==> src/rtl/tcp_vlg_pkg.sv <==
// Shared types and sequence-space helpers for the TCP transmit tracking logic.
// Latency: n/a (types and pure functions only).
// Backpressure: n/a.
// Contents: in-flight descriptor struct, retransmit FSM state enum, and
// modulo-2^32 sequence compares (signed difference of two sequence numbers).
package tcp_vlg_pkg;

  typedef struct packed {
    logic [31:0] seq;
    logic [15:0] len;
  } tcp_rtx_desc_t;

  typedef enum logic [1:0] {
    IDLE  = 2'd0,
    WAIT  = 2'd1,
    RTX   = 2'd2,
    ABORT = 2'd3
  } tcp_rtx_fsm_t;

  // a is at or after b in sequence space
  function automatic logic seq_ge(input logic [31:0] a, input logic [31:0] b);
    return $signed(a - b) >= 32'sd0;
  endfunction

  // a is strictly after b in sequence space
  function automatic logic seq_gt(input logic [31:0] a, input logic [31:0] b);
    return $signed(a - b) > 32'sd0;
  endfunction

endpackage

==> src/rtl/tcp_vlg_rtx_timer.sv <==
// Retransmission timer: loadable down-counter plus an RTO backoff exponent.
// Latency: load/backoff take effect at the next clk edge; expired is combinational from the count.
// Backpressure: none; controls are sampled every cycle.
// Ports: clk, rst (async, active-high), clr (sync clear), load (reload count
// with the RTO in force after this cycle's backoff/reset), run (decrement
// toward zero), backoff (double RTO up to the cap), rto_rst (RTO back to base),
// expired (count is zero).
module tcp_vlg_rtx_timer #(
  parameter int unsigned RTO_TICKS     = 1000,
  parameter int unsigned RTO_MAX_SHIFT = 4
) (
  input  logic clk,
  input  logic rst,
  input  logic clr,
  input  logic load,
  input  logic run,
  input  logic backoff,
  input  logic rto_rst,
  output logic expired
);

  localparam int unsigned TW = $clog2((RTO_TICKS << RTO_MAX_SHIFT) + 1);
  localparam int unsigned SW = $clog2(RTO_MAX_SHIFT + 2);
  localparam logic [SW-1:0] SHIFT_MAX = SW'(RTO_MAX_SHIFT);

  logic [TW-1:0] timer;
  logic [SW-1:0] shift;
  logic [SW-1:0] shift_nxt;

  // rto_rst wins over backoff so a retire in the same cycle as a
  // handshake leaves the RTO at its base value.
  always_comb begin
    shift_nxt = shift;
    if (rto_rst) begin
      shift_nxt = '0;
    end else if (backoff && (shift != SHIFT_MAX)) begin
      shift_nxt = shift + 1'b1;
    end
  end

  always_ff @(posedge clk or posedge rst) begin
    if (rst) begin
      timer <= '0;
      shift <= '0;
    end else if (clr) begin
      timer <= '0;
      shift <= '0;
    end else begin
      shift <= shift_nxt;
      if (load) begin
        timer <= TW'(RTO_TICKS) << shift_nxt;
      end else if (run && (timer != '0)) begin
        timer <= timer - 1'b1;
      end
    end
  end

  assign expired = (timer == '0);

endmodule

==> src/rtl/tcp_vlg_tx_rtx_track.sv <==
// In-flight segment tracker: retires on cumulative Ack, times out and requests retransmit of the oldest.
// Latency: rem_ack_val to first retire 2 cycles; timer expiry to rtx_val 1 cycle; one retire per cycle.
// Backpressure: seg_rdy low when full (unless the head retires that cycle) or aborted; rtx held until rtx_rdy.
// Ports: clk, rst (async, active-high), init (sync restart, highest priority),
// seg_val/seg_seq/seg_len/seg_rdy (new in-flight segment), rem_ack_val/rem_ack
// (remote cumulative Ack), rtx_val/rtx_seq/rtx_len/rtx_rdy (retransmit request),
// flight (bytes in flight), count (queued entries), abort (retry limit pulse).
// Optional macro TCP_VLG_TX_FAST_RTX_EN: third duplicate Ack in WAIT triggers
// an immediate retransmit of the head without RTO backoff.
module tcp_vlg_tx_rtx_track
  import tcp_vlg_pkg::*;
#(
  parameter int unsigned DEPTH         = 8,
  parameter int unsigned RTO_TICKS     = 1000,
  parameter int unsigned RTO_MAX_SHIFT = 4,
  parameter int unsigned RETRIES       = 5
) (
  input  logic                       clk,
  input  logic                       rst,
  input  logic                       init,
  input  logic                       seg_val,
  input  logic [31:0]                seg_seq,
  input  logic [15:0]                seg_len,
  output logic                       seg_rdy,
  input  logic                       rem_ack_val,
  input  logic [31:0]                rem_ack,
  output logic                       rtx_val,
  output logic [31:0]                rtx_seq,
  output logic [15:0]                rtx_len,
  input  logic                       rtx_rdy,
  output logic [31:0]                flight,
  output logic [$clog2(DEPTH+1)-1:0] count,
  output logic                       abort
);

  localparam int unsigned AW = $clog2(DEPTH);
  localparam int unsigned CW = $clog2(DEPTH + 1);
  localparam int unsigned RW = $clog2(RETRIES + 2);

  tcp_rtx_desc_t mem [DEPTH];
  logic [AW-1:0] head;
  logic [AW-1:0] tail;
  tcp_rtx_desc_t head_d;
  logic [31:0]   head_end;

  logic [31:0]   ack_q;
  logic          ack_q_vld;
  logic          ack_adv;

  tcp_rtx_fsm_t  state;
  logic [RW-1:0] retry_cnt;
  logic          fast_q;

  logic          pop;
  logic          wr;
  logic          hs;
  logic          fast_go;
  logic [CW-1:0] cnt_nxt;

  logic          tmr_load;
  logic          tmr_run;
  logic          tmr_backoff;
  logic          tmr_rto_rst;
  logic          tmr_expired;

  always_comb begin
    head_d   = mem[head];
    head_end = head_d.seq + {16'h0, head_d.len};
    ack_adv  = rem_ack_val && (!ack_q_vld || seq_gt(rem_ack, ack_q));
    // ack_q only means something once an Ack has been seen; without the
    // valid gate a segment ending at 0 would retire against the reset value.
    pop      = ack_q_vld && (count != '0) && (state != ABORT) && seq_ge(ack_q, head_end);
    // A retiring head frees its slot this cycle, so a full queue still
    // takes the new segment and count stays at DEPTH.
    seg_rdy  = (state != ABORT) && ((count < CW'(DEPTH)) || pop);
    wr       = seg_val && seg_rdy;
    cnt_nxt  = count + CW'(wr) - CW'(pop);
    hs       = (state == RTX) && rtx_rdy;
  end

  // Timer controls. Every retire restarts timing at the base RTO; a
  // duplicate-Ack retransmit handshake reloads without doubling.
  always_comb begin
    tmr_rto_rst = pop;
    tmr_backoff = hs && !fast_q;
    tmr_load    = pop || hs || ((state == IDLE) && wr);
    tmr_run     = (state == WAIT);
  end

  tcp_vlg_rtx_timer #(
    .RTO_TICKS     (RTO_TICKS),
    .RTO_MAX_SHIFT (RTO_MAX_SHIFT)
  ) u_timer (
    .clk     (clk),
    .rst     (rst),
    .clr     (init),
    .load    (tmr_load),
    .run     (tmr_run),
    .backoff (tmr_backoff),
    .rto_rst (tmr_rto_rst),
    .expired (tmr_expired)
  );

`ifdef TCP_VLG_TX_FAST_RTX_EN
  logic [1:0] dup_cnt;
  logic       dup;

  assign dup     = rem_ack_val && ack_q_vld && (count != '0) && (rem_ack == ack_q);
  // Gated on retry budget so the timeout path remains the only way to abort.
  assign fast_go = (state == WAIT) && dup && (dup_cnt == 2'd2) && !pop &&
                   (retry_cnt < RW'(RETRIES));

  always_ff @(posedge clk or posedge rst) begin
    if (rst) begin
      dup_cnt <= '0;
    end else if (init) begin
      dup_cnt <= '0;
    end else if (ack_adv || fast_go) begin
      dup_cnt <= '0;
    end else if (dup && (dup_cnt != 2'd2)) begin
      dup_cnt <= dup_cnt + 2'd1;
    end
  end
`else
  assign fast_go = 1'b0;
`endif

  // Descriptor storage carries no reset; head/tail/count define validity.
  always_ff @(posedge clk) begin
    if (wr) begin
      mem[tail] <= '{seq: seg_seq, len: seg_len};
    end
  end

  always_ff @(posedge clk or posedge rst) begin
    if (rst) begin
      head      <= '0;
      tail      <= '0;
      count     <= '0;
      flight    <= '0;
      ack_q     <= '0;
      ack_q_vld <= 1'b0;
    end else if (init) begin
      head      <= '0;
      tail      <= '0;
      count     <= '0;
      flight    <= '0;
      ack_q     <= '0;
      ack_q_vld <= 1'b0;
    end else begin
      if (wr) tail <= tail + 1'b1;
      if (pop) head <= head + 1'b1;
      count  <= cnt_nxt;
      flight <= flight + (wr ? {16'h0, seg_len} : 32'h0) - (pop ? {16'h0, head_d.len} : 32'h0);
      if (ack_adv) begin
        ack_q     <= rem_ack;
        ack_q_vld <= 1'b1;
      end
    end
  end

  always_ff @(posedge clk or posedge rst) begin
    if (rst) begin
      state     <= IDLE;
      rtx_val   <= 1'b0;
      rtx_seq   <= '0;
      rtx_len   <= '0;
      abort     <= 1'b0;
      retry_cnt <= '0;
      fast_q    <= 1'b0;
    end else if (init) begin
      state     <= IDLE;
      rtx_val   <= 1'b0;
      rtx_seq   <= '0;
      rtx_len   <= '0;
      abort     <= 1'b0;
      retry_cnt <= '0;
      fast_q    <= 1'b0;
    end else begin
      abort <= 1'b0;
      if (pop) begin
        retry_cnt <= '0;
      end else if (hs) begin
        retry_cnt <= retry_cnt + 1'b1;
      end
      unique case (state)
        IDLE: begin
          if (wr) state <= WAIT;
        end
        WAIT: begin
          // A retire in the same cycle as expiry wins: progress was made.
          if (cnt_nxt == '0) begin
            state <= IDLE;
          end else if (!pop && (fast_go || tmr_expired)) begin
            if (!fast_go && (retry_cnt == RW'(RETRIES))) begin
              state <= ABORT;
              abort <= 1'b1;
            end else begin
              state   <= RTX;
              rtx_val <= 1'b1;
              rtx_seq <= head_d.seq;
              rtx_len <= head_d.len;
              fast_q  <= fast_go;
            end
          end
        end
        RTX: begin
          // The request completes even if its segment retired meanwhile.
          if (hs) begin
            rtx_val <= 1'b0;
            state   <= (cnt_nxt == '0) ? IDLE : WAIT;
          end
        end
        ABORT: begin
          state <= ABORT;
        end
        default: state <= IDLE;
      endcase
    end
  end

endmodule

==> config.mk <==
export PLATFORM = sky130hd
export DESIGN_NAME = tcp_vlg_tx_rtx_track
export DESIGN_NICKNAME = d
export VERILOG_FILES = /design/src/rtl/tcp_vlg_pkg.sv /design/src/rtl/tcp_vlg_rtx_timer.sv /design/src/rtl/tcp_vlg_tx_rtx_track.sv
export SDC_FILE = /design/constraint.sdc
export NUM_CORES = 1
export LEC_CHECK = 0
export ABC_CLOCK_PERIOD_IN_PS = 26800
export BUFFER_PORTS_ARGS = -buffer_cell sky130_fd_sc_hd__buf_2
export CORE_MARGIN = 2
export CORE_UTILIZATION = 66
export CTS_CLUSTER_SIZE = 12
export DETAILED_ROUTE_END_ITERATION = 8
export PLACE_DENSITY_LB_ADDON = 0.25
export SETUP_SLACK_MARGIN = 0.02
export SLEW_MARGIN = 0
export SYNTH_ARGS = -nofsm -noshare
export SYNTH_HDL_FRONTEND = slang
export SYNTH_SLANG_ARGS = --single-unit
==> constraint.sdc <==
create_clock -name clk -period 26.8 [get_ports clk]
set_input_delay 1.34 -clock clk [delete_from_list [all_inputs] [get_ports clk]]
set_output_delay 1.34 -clock clk [all_outputs]
set_load 0.005 [all_outputs]
# Word level (Yosys, flattened, before mapping)
# Memories as Yosys holds them, arrays and structs flattened.
# Cells that the tools add are included.
word_totals:
  regBits: 148
  ramBits: 384
  mem_count: 1
classes:
  n_addsub: 12
  order_cmp: 3
  eq_ne: 14
  n_shift: 1
  muxes: 57
  reduce_logical: 35
memory_table:
  columns: ["name", "depth", "word_bits", "rd", "rd_ports_with_merged_regs", "wr", "line", "source"]
  rows:
  - ["mem", 8, 48, 1, 0, 1, "tcp_vlg_tx_rtx_track.sv:40", "tcp_rtx_desc_t mem [DEPTH];"]
ops:
  columns: ["cell", "n"]
  rows:
  - ["$mux 32", 8]
  - ["$mux 16", 7]
  - ["$add 32x16->32", 2]
  - ["$sub 32x32->32", 2]
  - ["$mux 14", 3]
  - ["$ge 32x1->1 const B", 1]
  - ["$gt 32x1->1 const B", 1]
  - ["$sub 32x16->32", 1]
  - ["$mux 3", 10]
  - ["$mux 1", 21]
  - ["$ne 3x3->1 const B", 6]
  - ["$logic_not 14->1", 1]
  - ["$reduce_bool 14->1", 1]
  - ["$shl 10x3->14 const A", 1]
  - ["$sub 14x1->14 const B", 1]
  - ["$add 3x1->3 const B", 4]
  - ["$logic_and 1x1->1", 12]
  - ["$mux 2", 5]
  - ["$reduce_bool 2->1", 5]
  - ["$reduce_bool 3->1", 3]
  - ["$pmux 2 s4", 1]
  - ["$ne 2x2->1 const B", 3]
  - ["$reduce_and 5->1", 1]
  - ["$add 4x1->4", 1]
  - ["other kinds (15)", 21]

# Depth between registers and ports, before layout
# An unclocked memory read counts as a cell.
logic_depth:
  ltp_word: 15
  mapped_depth: 32
  depth_no_buf: 28

# By module
# Synthesis repeated with hierarchy kept, for this count alone.
hier_totals:
  cells_unflattened: 2042
  area_unflattened_um2: 27111.0
by_module_without_submodules:
  columns: ["module", "n_inst", "cells_per_inst", "area_per_inst_um2", "seq_area_each_um2"]
  rows:
  - ["tcp_vlg_tx_rtx_track", 1, 1904, 25926.1, 14784.2]
  - ["tcp_vlg_rtx_timer", 1, 138, 1184.9, 425.4]

# Worst setup path before layout
# Ideal clock, no wire load.
synth_path:
  path_kind: "register to register"
  startpoint: "register head[0]"
  endpoint: "memory mem[4][0] (netlist name), enable pin"
  setup_time_ps: 513
  arrival_ps: 8178
  required_time_ps: 26287
  path_slack_ps: 18109
  path_stages_with_launch: 18
  path_cell_list: "dfrtp_1 > buf_2 > buf_1 > buf_1 > mux4_2 > mux2i_1 > fa_1 > ha_1 > a21o_1 > a21o_1 > a21o_1 > a2111oi_0 > o221a_2 > and4b_1 > o41a_1 > buf_2 > nand2_1 > nor3_1"
synth_via:
  elab_chain_len: 10
synth_lines:
  columns: ["item", "line", "source"]
  rows:
  - ["start, declared", "tcp_vlg_tx_rtx_track.sv:41", "logic [AW-1:0] head;"]
  - ["start signal, assigned", "tcp_vlg_tx_rtx_track.sv:152", "if (pop) head <= head + 1'b1;"]
  - ["$mem_v2 8x48", null, null]
  - ["$add 32x16->32", "tcp_vlg_tx_rtx_track.sv:68", "head_end = head_d.seq + {16'h0, head_d.len};"]
  - ["$sub 32x32->32", "tcp_vlg_pkg.sv:22", "return $signed(a - b) >= 32'sd0;"]
  - ["$ge 32x1->1", "tcp_vlg_pkg.sv:22", null]
  - ["$logic_and 1x1->1", "tcp_vlg_tx_rtx_track.sv:72", "pop = ack_q_vld && (count != '0) && (state != ABORT) && seq_ge(ack_q, head_end);"]
  - ["$logic_or 1x1->1", "tcp_vlg_tx_rtx_track.sv:75", "seg_rdy = (state != ABORT) && ((count < CW'(DEPTH)) || pop);"]
  - ["$logic_and 1x1->1", "tcp_vlg_tx_rtx_track.sv:75", null]
  - ["$logic_and 1x1->1", "tcp_vlg_tx_rtx_track.sv:76", "wr = seg_val && seg_rdy;"]
  - ["$mux 1", "tcp_vlg_tx_rtx_track.sv:130", "if (wr) begin"]
  - ["$mux 1 (implied by the code)", "tcp_vlg_tx_rtx_track.sv:131", "mem[tail] <= '{seq: seg_seq, len: seg_len};"]
  - ["end, declared", "tcp_vlg_tx_rtx_track.sv:40", null]
# Every way passes these cells.

# Final worst setup path
layout_path:
  startpoint: "register head[0]"
  endpoint: "register flight[29]"
layout_via:
  elab_chain_len: 12
  elab_cells_between_ends: 13
  cone_classes: "4 x add/sub; 1 x order compare; 3 x mux; 4 x reduce/logical; 1 x memory"
layout_lines:
  columns: ["item", "line", "source"]
  rows:
  - ["$mem_v2 8x48 *", null, null]
  - ["$add 32x16->32", "tcp_vlg_tx_rtx_track.sv:68", null]
  - ["$sub 32x32->32", "tcp_vlg_pkg.sv:22", null]
  - ["$ge 32x1->1", "tcp_vlg_pkg.sv:22", null]
  - ["$logic_and 1x1->1", "tcp_vlg_tx_rtx_track.sv:72", null]
  - ["$logic_or 1x1->1", "tcp_vlg_tx_rtx_track.sv:75", null]
  - ["$logic_and 1x1->1", "tcp_vlg_tx_rtx_track.sv:75", null]
  - ["$logic_and 1x1->1", "tcp_vlg_tx_rtx_track.sv:76", null]
  - ["$mux 16", "tcp_vlg_tx_rtx_track.sv:154", "flight <= flight + (wr ? {16'h0, seg_len} : 32'h0) - (pop ? {16'h0, head_d.len} : 32'h0);"]
  - ["$add 32x16->32", "tcp_vlg_tx_rtx_track.sv:154", null]
  - ["$sub 32x16->32 *", "tcp_vlg_tx_rtx_track.sv:154", null]
  - ["$mux 32 *", "tcp_vlg_tx_rtx_track.sv:143", "end else if (init) begin"]
  - ["end signal, assigned", "tcp_vlg_tx_rtx_track.sv:154", null]
  - ["end, declared", "tcp_vlg_tx_rtx_track.sv:31", "output logic [31:0] flight,"]
# Mark *: on every way between the ends. The rest lies on a longest branch, timed or not.
# A chain may end at the register's enable or synchronous reset.

==> flow_metrics.tcl <==
set metrics [dict create \
    synthArstFlopShare 0.277 \
    vdd_drop_max_v 0.0000646 \
    cts-root-buf "clkbuf_16" \
    htree_levels 2 \
    fin_crit_sh 0.372 \
    skew_ns 0.0488 \
    ys_seq_area_frac 0.567 \
    antenna_left 0 \
    max-cap-violations 0 \
    numCtsBuffers 55 \
    cpLargestDelayFamily "compound AO/OA/AOI/OAI gates" \
    vias_per_cell 6.46 \
    dp.cells 2653 \
    cts_tree "done" \
    postCtsSetupRepairBufs 0 \
    die_x_um 206 \
    clkLatencyLatePin_ns 0.65 \
    num_rows 73 \
    min_period_ns 9.98 \
    gp_congestion 0.945 \
    critical_path_class "reg -> reg" \
    grt_pass1_vias 17754 \
    synth_area_per_cell_um2 13.2 \
    place_hpwl_um 42500 \
    maxSlewHeadroom 0.282 \
    drc 0 \
    drive_gt1_frac 0.200 \
    place_area_um2 28200 \
    worstHoldStart "rtx_seq[20]" \
    powerDensity_nw_per_um2 102 \
    synth-edff-count 384 \
    syn_inst 2028 \
    hold_viol 0 \
    via_count 17837 \
    clk_path_buf_depth 3 \
    ios 173 \
    required_ns 27.26 \
    p_leak_uw 0.0115 \
    cp-start-kind "register" \
    cp_common_cell "a21o_1" \
    fp.dieArea_um2 42300 \
    clkTransAtPathRegs_ns 0.06 \
    yosysWarnings 0 \
    synth_fp_nets 2270 \
    syn_to_final_growth_pct 11.8 \
    cts_hold_buf 0 \
    reg2reg_from "head[0]" \
    stdcell_area_um2 30000 \
    cp_num_buf_inv 2 \
    cts_resized 0 \
    fin_util 0.751 \
    grt_pass1_wl_um 104000 \
    syn-cell-area_um2 26800 \
    core_area_um2 39900 \
    fin_tns_setup_ns 0 \
    initial_core_util 0.672 \
    grt.overflow.total 0 \
    crit_cells 26 \
    cp-end-kind "register" \
    die_h_um 206 \
    outcome "complete, no violations" \
    reg2reg_depth 26 \
    synth.distinct_cells 75 \
    holdPathStages 2 \
    slew_viol_final 0 \
    numPortBuffers 172 \
    rsz0062_at_grt "false" \
    first_pass_iters 5 \
    drtIter0Drc 1803 \
    tightest_slew_ns 1.05 \
    cp_data_arrival_time_ns 10.44 \
    wirelength_um 68300 \
    grt_max_degree 91 \
    fmax_mhz 100 \
    finalNonFillerCells 2761 \
    cp_slowest_cell "dfrtp_4" \
    antenna_found_initial 8 \
    finalSetupViolCount 0 \
    grtUsageTotal 0.333 \
    hp-class "reg -> reg" \
    wire_per_inst_um 24.7 \
    crit_start "head[0]" \
    ys_ff_latch 531 \
    crit_fanout 50 \
    nets 2427 \
    ys.flop_type "edfxtp_1" \
    cpPeakStageDelay_ns 1.03 \
    clock_sinks 531 \
]
stage by stage:
stage	setup WS (ns)	hold slack (ns)	total power, uW
CTS	16.86	0.525	3050
global placement	17.30	0.500	2220
floorplan	18.11	0.510	1940
detailed placement	16.96	0.509	2270
global route	16.01	0.551	3230
finish	16.82	0.528	3050
cell usage after synthesis (20+ instances only):
master,number,share of area
fa_1,33,0.025
o21ai_0,71,0.013
a32oi_1,34,0.011
xor2_1,26,0.0085
clkbuf_1,50,0.0070
a21o_1,28,0.0078
nand2_1,83,0.012
nor3_1,55,0.010
mux2i_1,57,0.021
inv_1,159,0.022
a211oi_1,39,0.011
nand2b_1,20,0.0047
nor2_1,200,0.028
a21oi_1,80,0.015
edfxtp_1,384,0.43
ha_1,123,0.057
or3b_2,30,0.0098
mux4_2,96,0.081
o21a_1,23,0.0064
dfrtp_1,147,0.14
xnor2_1,34,0.011
sequential cells by signal, indices dropped and copies added (netlist names):
signal / cells
ack_q_vld: 1
abort: 1
rtx_val: 1
rtx_len: 16
rtx_seq: 32
tail: 3
mem: 384
u_timer.shift: 3
u_timer.timer: 14
count: 4
state: 2
flight: 32
ack_q: 32
head: 3
retry_cnt: 3
layout by cell type, fill, tap and decap left out, types with 5 or more instances in the layout:
cell type,instances
a2111oi_0,5
a211oi_1,39
a21o_1,28
a21oi_1,80
a31oi_1,9
a32oi_1,34
and2_1,8
and3_1,10
buf_2,171
buf_4,23
clkbuf_1,31
clkbuf_16,55
dfrtp_1,144
diode_2,5
edfxtp_1,384
fa_1,33
ha_1,123
inv_1,158
mux2_2,19
mux2i_1,57
mux4_2,96
nand2_1,83
nand2b_1,20
nand3_1,16
nand4_1,10
nor2_1,194
nor2_4,6
nor2b_1,18
nor3_1,53
nor4_1,5
o211ai_1,16
o21a_1,23
o21ai_0,71
o21ai_2,10
or3_1,13
or3b_2,30
xnor2_1,34
xor2_1,26
layer usage:
layer,global-route usage,vias to the layer above,share of wire
met5,0,-,0.00062
met4,0.141,6,0.040
met3,0.0755,162,0.090
met2,0.519,881,0.47
met1,0.457,8905,0.40
li1,-,7883,-
layout make-up:
class                           instances  area (um2)
Antenna cell                            5        12.5
Clock inverter                         13         231
Fill cell                            2452        9940
Clock buffer                           90        1550
Multi-Input combinational cell       1243       10700
Inverter                              160         606
Timing Repair Buffer                  194        1030
Sequential cell                       531       15200
Tap cell                              525         657
worst register-to-register path, delay by kind of cell, from the launching register on:
kind,cells,cell delay [ns]
muxes,2,0.95
buffers and inverters,2,0.96
and+or+nand+nor,3,0.55
AOI/OAI and AO/OA,14,4.51
DFF,1,1.03
xor gates and xnor gates,1,0.14
adders and majority gates,4,1.67
worst paths after layout:
kind / end / slack, ns
min reg2reg: rtx_seq[20] / 0.53
max reg2reg: flight[29] / 16.82
min in group asynchronous: ack_q[2] / 0.81
min: rtx_seq[20] / 0.53
max: flight[29] / 16.82
max in group asynchronous: head[1] / 24.29
logic make-up (layout without fill, tap and decap cells):
family / after synthesis / in the layout / share of synthesized area
compound gates: 362 / 362 / 0.0917
xor+xnor: 60 / 60 / 0.0196
fa+ha+maj: 156 / 156 / 0.0820
buf+inv: 254 / 457 / 0.0381
flops: 531 / 531 / 0.567
mux: 173 / 173 / 0.110
other cells: 0 / 5 / 0
simple gates: 492 / 492 / 0.0912
power breakdown:
| group | total (uW) | leakage, uW | switching, uW | internal (uW) |
|---|---|---|---|---|
| clock | 761 | 0.000841 | 326 | 435 |
| combinational | 1230 | 0.00519 | 708 | 522 |
| sequential | 1060 | 0.00545 | 76.1 | 981 |
| total | 3050 | 0.0115 | 1110 | 1940 |
Note: power is estimated with default switching activity, not from simulation.
